**src/rtl/uart_rx_bit_sequencer.sv**
```systemverilog
// ---------------------------------------------------------------------------
// uart_rx_bit_sequencer
//
// Receive-side bit sequencer for the 16750-compatible UART. It watches the
// synchronized serial line on every 16x baud tick, confirms a start bit at
// mid-bit, samples data/parity/stop bits at the middle of each bit period,
// and hands the assembled character to the RX FIFO write logic with a
// one-cycle completion strobe.
//
// Ports:
//   CLK        in   system clock (single domain)
//   RST        in   asynchronous active-high reset
//   RXCLK      in   16x baud tick enable, one CLK wide
//   CLEAR      in   synchronous abort back to IDLE (outputs hold)
//   RXD        in   synchronized serial input, idle high
//   WLS[1:0]   in   word length select, data bits = 5 + WLS
//   PEN        in   parity enable
//   EPS        in   even parity select
//   SP         in   stick parity
//   DOUT[7:0]  out  received character, right-justified, upper bits zero
//   PE         out  parity error of the last character
//   FE         out  framing error (stop bit sampled low)
//   BI         out  break indication (whole frame low)
//   RXFINISHED out  one-CLK strobe, DOUT/PE/FE/BI valid
//   BUSY       out  high whenever the sequencer is not idle
// ---------------------------------------------------------------------------
module uart_rx_bit_sequencer (
  input  logic       CLK,
  input  logic       RST,
  input  logic       RXCLK,
  input  logic       CLEAR,
  input  logic       RXD,
  input  logic [1:0] WLS,
  input  logic       PEN,
  input  logic       EPS,
  input  logic       SP,
  output logic [7:0] DOUT,
  output logic       PE,
  output logic       FE,
  output logic       BI,
  output logic       RXFINISHED,
  output logic       BUSY
);

  typedef enum logic [2:0] {
    S_IDLE,
    S_START,
    S_DATA,
    S_PAR,
    S_STOP,
    S_BRKWAIT
  } state_t;

  state_t     r_state, w_stateNext;
  logic [3:0] r_tickCnt, w_tickCntNext;
  logic [2:0] r_bitCnt, w_bitCntNext;
  logic [7:0] r_shift, w_shiftNext;
  logic       r_parErr, w_parErrNext;
  logic       r_parBit, w_parBitNext;
  logic [7:0] r_dout, w_doutNext;
  logic       r_pe, w_peNext;
  logic       r_fe, w_feNext;
  logic       r_bi, w_biNext;
  logic       r_finished, w_finishedNext;

  logic       w_midBit;
  logic       w_lastDataBit;
  logic       w_dataXor;
  logic       w_parErrCalc;

  // Data/parity/stop are sampled when the tick counter holds 15; since the
  // counter restarts at the confirmed start mid-point, 15 lands mid-bit.
  assign w_midBit      = (r_tickCnt == 4'd15);
  assign w_lastDataBit = (r_bitCnt == (3'd4 + {1'b0, WLS}));

  // The shift register is cleared at start confirmation, so unused upper
  // bits are zero and do not disturb the parity reduction.
  assign w_dataXor = ^r_shift;

  // Stick parity expects the fixed bit ~EPS; otherwise even parity wants
  // data^parity == 0 and odd parity wants it to be 1.
  always_comb begin
    w_parErrCalc = 1'b0;
    if (SP) begin
      w_parErrCalc = (RXD == EPS);
    end else if (EPS) begin
      w_parErrCalc = w_dataXor ^ RXD;
    end else begin
      w_parErrCalc = ~(w_dataXor ^ RXD);
    end
  end

  // Next-state and next-value logic. Everything advances only on a baud
  // tick; CLEAR overrides the tick and the completion strobe always drops
  // after one CLK.
  always_comb begin
    w_stateNext    = r_state;
    w_tickCntNext  = r_tickCnt;
    w_bitCntNext   = r_bitCnt;
    w_shiftNext    = r_shift;
    w_parErrNext   = r_parErr;
    w_parBitNext   = r_parBit;
    w_doutNext     = r_dout;
    w_peNext       = r_pe;
    w_feNext       = r_fe;
    w_biNext       = r_bi;
    w_finishedNext = 1'b0;

    if (CLEAR) begin
      w_stateNext   = S_IDLE;
      w_tickCntNext = 4'd0;
      w_bitCntNext  = 3'd0;
    end else if (RXCLK) begin
      case (r_state)
        S_IDLE: begin
          if (!RXD) begin
            w_tickCntNext = 4'd0;
            w_stateNext   = S_START;
          end
        end

        S_START: begin
          if (r_tickCnt == 4'd7) begin
            if (RXD) begin
              w_stateNext = S_IDLE;
            end else begin
              w_tickCntNext = 4'd0;
              w_bitCntNext  = 3'd0;
              w_shiftNext   = 8'h00;
              w_parErrNext  = 1'b0;
              w_parBitNext  = 1'b0;
              w_stateNext   = S_DATA;
            end
          end else begin
            w_tickCntNext = r_tickCnt + 4'd1;
          end
        end

        S_DATA: begin
          w_tickCntNext = r_tickCnt + 4'd1;
          if (w_midBit) begin
            w_shiftNext[r_bitCnt] = RXD;
            w_bitCntNext          = r_bitCnt + 3'd1;
            if (w_lastDataBit) begin
              w_stateNext = PEN ? S_PAR : S_STOP;
            end
          end
        end

        S_PAR: begin
          w_tickCntNext = r_tickCnt + 4'd1;
          if (w_midBit) begin
            w_parBitNext = RXD;
            w_parErrNext = w_parErrCalc;
            w_stateNext  = S_STOP;
          end
        end

        S_STOP: begin
          w_tickCntNext = r_tickCnt + 4'd1;
          if (w_midBit) begin
            w_doutNext     = r_shift;
            w_peNext       = PEN & r_parErr;
            w_feNext       = ~RXD;
            w_biNext       = (r_shift == 8'h00) && !RXD && (!PEN || !r_parBit);
            w_finishedNext = 1'b1;
            // A low stop bit means the line may be held in break; wait for
            // it to return high before hunting for a new start bit.
            w_stateNext    = RXD ? S_IDLE : S_BRKWAIT;
          end
        end

        S_BRKWAIT: begin
          if (RXD) begin
            w_stateNext = S_IDLE;
          end
        end

        default: begin
          w_stateNext = S_IDLE;
        end
      endcase
    end
  end

  // State and datapath registers.
  always_ff @(posedge CLK or posedge RST) begin
    if (RST) begin
      r_state    <= S_IDLE;
      r_tickCnt  <= 4'd0;
      r_bitCnt   <= 3'd0;
      r_shift    <= 8'h00;
      r_parErr   <= 1'b0;
      r_parBit   <= 1'b0;
      r_dout     <= 8'h00;
      r_pe       <= 1'b0;
      r_fe       <= 1'b0;
      r_bi       <= 1'b0;
      r_finished <= 1'b0;
    end else begin
      r_state    <= w_stateNext;
      r_tickCnt  <= w_tickCntNext;
      r_bitCnt   <= w_bitCntNext;
      r_shift    <= w_shiftNext;
      r_parErr   <= w_parErrNext;
      r_parBit   <= w_parBitNext;
      r_dout     <= w_doutNext;
      r_pe       <= w_peNext;
      r_fe       <= w_feNext;
      r_bi       <= w_biNext;
      r_finished <= w_finishedNext;
    end
  end

  assign DOUT       = r_dout;
  assign PE         = r_pe;
  assign FE         = r_fe;
  assign BI         = r_bi;
  assign RXFINISHED = r_finished;
  assign BUSY       = (r_state != S_IDLE);

endmodule

```
**config.mk**
```make
export PLATFORM = sky130hd
export DESIGN_NAME = uart_rx_bit_sequencer
export DESIGN_NICKNAME = d
export VERILOG_FILES = /design/src/rtl/uart_rx_bit_sequencer.sv
export SDC_FILE = /design/constraint.sdc
export NUM_CORES = 1
export LEC_CHECK = 0
export CORE_ASPECT_RATIO = 0.7
export CORE_MARGIN = 3
export CORE_UTILIZATION = 41
export CTS_CLUSTER_DIAMETER = 40
export DETAILED_ROUTE_END_ITERATION = 8
export PLACE_DENSITY_LB_ADDON = 0.1
export SYNTH_ARGS = -nofsm -noshare
export SYNTH_HDL_FRONTEND = slang
export SYNTH_SLANG_ARGS = --single-unit
```
**constraint.sdc**
```tcl
create_clock -name CLK -period 1.89 [get_ports CLK]
set_input_delay 0.567 -clock CLK [delete_from_list [all_inputs] [get_ports CLK]]
set_output_delay 0.567 -clock CLK [all_outputs]
set_load 0.01 [all_outputs]
```
; ---- Word-level counts from Yosys, hierarchy flattened
; Cells that the tools add are included.
[word_totals]
input_bits = 10
wordCells = 108
ff_bits = 32
out_inout_bits = 13
[classes]
magnitude_cmp = 2
n_addsub = 3
n_bitwise = 5
muxes = 43
n_eq_ne = 21
reduce_logical = 23
[op_table]
columns = operator, n
row1 = 3-bit two-way mux, 16
row2 = 8-bit two-way mux, 3
row3 = 3-bit != test (second input constant), 8
row4 = 3-bit one-hot mux with 6 select lines, 1
row5 = 4-bit two-way mux, 4
row6 = 8-bit one-hot mux with 2 select lines, 1
row7 = 4-bit one-hot mux with 3 select lines, 1
row8 = 6-bit AND reduction, 2
row9 = 1-bit two-way mux, 11
row10 = 8-bit bitwise mux, 1
row11 = 8-bit logical NOT, 1
row12 = 2-bit != test (second input constant), 4
row13 = 8-bit AND reduction, 1
row14 = 8-bit XOR reduction, 1
row15 = 3-bit by 2-bit equality test with 1-bit output (second input constant), 2
row16 = 3-bit equality test (second input constant), 2
row17 = 3-bit one-hot mux with 2 select lines, 1
row18 = 2-bit nonzero test, 3
row19 = 3-bit nonzero test, 2
row20 = 5-bit AND reduction, 1
row21 = 4-bit by 1-bit adder with 4-bit output (second input constant), 1
row22 = 4-bit by 3-bit equality test with 1-bit output (second input constant), 1
row23 = 4-bit equality test (second input constant), 1
row24 = 3-bit by 4-bit less-than comparator with 1-bit output (second input constant), 1
row25 = 20 further kinds, 27

; ---- Depth between registers and ports, before layout
; Gate-level depths: netlist (run 1).
[logic_depth]
ltp_word = 7
ltp_mapped = 6
depth_no_buf = 6

; ---- Worst setup path after synthesis (run 1)
; No wires, ideal clock.
[synth_path]
path_kind = in2reg
from = input port CLEAR
to = register r_parErr
setup_ps = 124
t_arrival_ps = 1728
stages = 5
setup_slack_ps = 38
required_time_ps = 1766
n_path_buf = 1
path_cell_list = buf_6 -> nand2b_2 -> or4_4 -> o21a_1 -> a211o_1
[synth_via]
elab_chain_cells = 2
[synth_lines]
columns = element, line
row1 = start: declaration, 31  ; input logic CLEAR,
row2 = 1-bit inverter (no line), -
row3 = 6-bit AND reduction (no line), -
row4 = end signal: assignment, 205  ; r_parErr <= w_parErrNext;
row5 = end: declaration, 58  ; logic r_parErr, w_parErrNext;
; No other way between the ends.
; A chain may end at the register's enable or synchronous reset.

; ---- Final worst setup path (run 1)
; Ends and elaborated chain as after synthesis.

==> results of run 1 <==
-- Yosys cell counts (all sizes together) (2+ instances only) --
cell type,number,area share
a22oi,2,0.0074
ha,6,0.037
o21ai,25,0.061
nor2b,6,0.018
nor2,6,0.011
dfrtp,32,0.39
xor2,3,0.013
nor3b,3,0.011
nor4,3,0.015
o2111ai,2,0.0086
inv,19,0.035
a21oi,12,0.030
nor3,5,0.012
nand3b,2,0.0074
nor4b,3,0.016
nand4,5,0.015
o211ai,3,0.011
o311a,2,0.0098
nand2,36,0.068
or4b,2,0.012
a31oi,3,0.0092
nand3,9,0.025
xnor2,4,0.017
clkbuf,8,0.015
buf,8,0.023
a211oi,3,0.011
-- power by group --
part	leakage (µW)	switching (µW)	internal (µW)	total (µW)
clock	0.0000541	286	390	677
sequential	0.000441	5.42	694	699
combinational	0.000757	148	149	296
-- repair_timing --
| item | CTS | global route |
|---|---|---|
| endpoints found under the setup margin | 2 | 7 |
| buffers inserted | 2 | 0 |
| resized for setup | 2 | 7 |
-- sequential cells by signal, indices dropped and copies added, names as in the netlist --
name and flops:
r_parBit 1, FE 1, r_parErr 1, r_state 3, BI 1, r_shift 8, RXFINISHED 1, DOUT 8
r_tickCnt 4, PE 1, r_bitCnt 3
-- per-stage QoR --
step / instances / instance area, µm² / utilization / setup WS (ns) / setup TNS [ns]
6_report: 359 / 2785 / 0.6115 / 0.04005 / 0
4_1_cts: 359 / 2755 / 0.6049 / 0.007490 / 0
3_5_place_dp: 349 / 2625 / 0.5764 / -0.3055 / -5.274
2_1_floorplan: 237 / 2036 / - / 0.03849 / 0
3_3_place_gp: 349 / 2625 / 0.5764 / -0.2937 / -4.877
5_1_grt: 359 / 2785 / 0.6115 / 0.005837 / 0
-- per-layer routing --
metal / share of wire / vias to the layer above
li1: - / 968
met1: 0.51 / 878
met2: 0.40 / 81
met3: 0.086 / 8
met4: 0.010 / 0
met5: 0 / -
-- logic make-up (layout without fill, tap and decap cells) --
family | Yosys count | count (layout) | share of synthesized area
AND/OR/NAND/NOR | 88 | 88 | 0.2440
AO/OA/AOI/OAI | 68 | 68 | 0.2182
buffers and inverters | 35 | 91 | 0.07253
flip-flops | 32 | 32 | 0.3934
XOR/XNOR | 7 | 7 | 0.03012
adder cells (fa/ha/maj) | 6 | 6 | 0.03688
multiplexers | 1 | 1 | 0.004917
-- worst max-delay path by stage --
stage	end	slack, ns	depth (start not counted)
floorplan	r_parErr	0.04	5
global placement	r_parErr	-0.29	5
detailed placement	r_shift[6]	-0.31	7
CTS	r_parErr	0.007	5
global route	r_bitCnt[1]	0.006	6
finish	r_parErr	0.04	5
-- critical path, cell delays in order --
cell,delay (ns)
clkdlybuf4s50_1,0.44
nand2b_4,0.16
or4_4,0.44
o21a_1,0.20
a211o_1,0.22
-- area by class of cell --
cell class,instances,area [µm²],area share
well taps,66,82.58,0.02965
multi-input cells,170,1117,0.4012
clock inverters,3,42.54,0.01527
repair buffers,64,601.8,0.2161
clock buffers,5,68.82,0.02471
flip-flops and latches,32,800.8,0.2875
inverters,19,71.32,0.02561
==> results.cfg, run 1 <==
[worst_hold_path]
whs_endpoint = PE
min_path_cells = 2
min_path_type = reg2reg
min_from = PE

[global_routing]
grt_overflow_total = 0
grtUsageTotal = 0.2031
busiest_layer = met1
antenna_found_initial = 0
grt_pass1_vias = 1869
use_met3 = 0.07657
grtUsageMet1 = 0.3013
grt_pass1_wl_mm = 9.342
grt_use_met2 = 0.2726
grt_max_degree = 33

[sta]
slew_viol_final = 0
maxSlewHeadroom = 0.7749
timing.final.crit_share = 0.9788
tightest_slew_ns = 0.3371
period_needed_ns = 1.850
finalSetupViolCount = 0
max_freq_mhz = 540.6
rsz0062_at_grt = no
finalHoldViolCount = 0
skew_ns = 0.007686
fin_hold_ws_ns = 0.4837

[synthesis]
synth_edf_count = 0
synth-async-reset-ratio = 1.000
ys_seq_area_frac = 0.3934
avgSynthCellArea_um2 = 8.589
postSynthRegisterBits = 32
synth_ff_type = dfrtp_1
ys_types = 59
yosys_warnings = 0
syn_area_mm2 = 0.002036
syn_nets = 253
syn-instance-count = 237

[critical_path]
r2r_slack_ns = 0.11
startpoint_type = input port
worstSetupStartpoint = CLEAR
path_class = in2reg
critPathMaxFanout = 3
cp.arrival_ns = 2.03
worstPathRequired_ns = 2.07
end_kind = register
reg2reg_depth = 5
regToRegStartpoint = r_tickCnt[1]
worstReg2RegEnd = r_parErr

[clock_tree]
path_clk_slew_ns = 0.08
cts_tree = done
cts_root_buffer = clkbuf_8
clock-sinks = 32
holdBufCountCts = 0
clockBufferDepth = 2
htreeDepth = 2
cts_buffers = 5
clk_latency_ns = 0.29

[floorplan]
pin_count = 23
rows = 20
core_area_mm2 = 0.004554
dieWidth_um = 90.22
die-area_mm2 = 0.005860
initial_core_util = 0.4470
die_y_um = 64.96

[route]
vias = 1935
drc = 0
drt-initial-drc-count = 150
avgViaCountPerCell = 5.390
drtAntennaViolNets = 0
dr.pass1.iters = 4
routedWlPerCell_um = 15.13
routed_wirelength_mm = 5.430

[place]
dp_hpwl_mm = 4.070
globalplace.congestion = 0.8788
portBuffers = 22

[layout]
fin_nets = 308
n_fill_cell = 404
final_common_cell = buf_4
area_growth_pct = 36.82
mostFrequentLayoutCells = buf_4, nand2_1, dfrtp_1, o21ai_1, clkdlybuf4s50_1
drive_above_1_share = 0.2218
antennaDiodeCount = 0

[power]
p_leak_uw = 0.001252
vdd_ir_drop_max_v = 0.0004713
power_uw = 1672
powerDensity_mw_per_mm2 = 600.5

[run]
cap_violations = 0

[status]
status = finished, final reports clean
No activity file was read; power rests on OpenSTA's default activity.
==> run 2: changes to the inputs <==
- CTS_CLUSTER_SIZE: not set -> 24
==> results of run 2 <==
Final layout, timing and power as in run 1 (identical DEF).
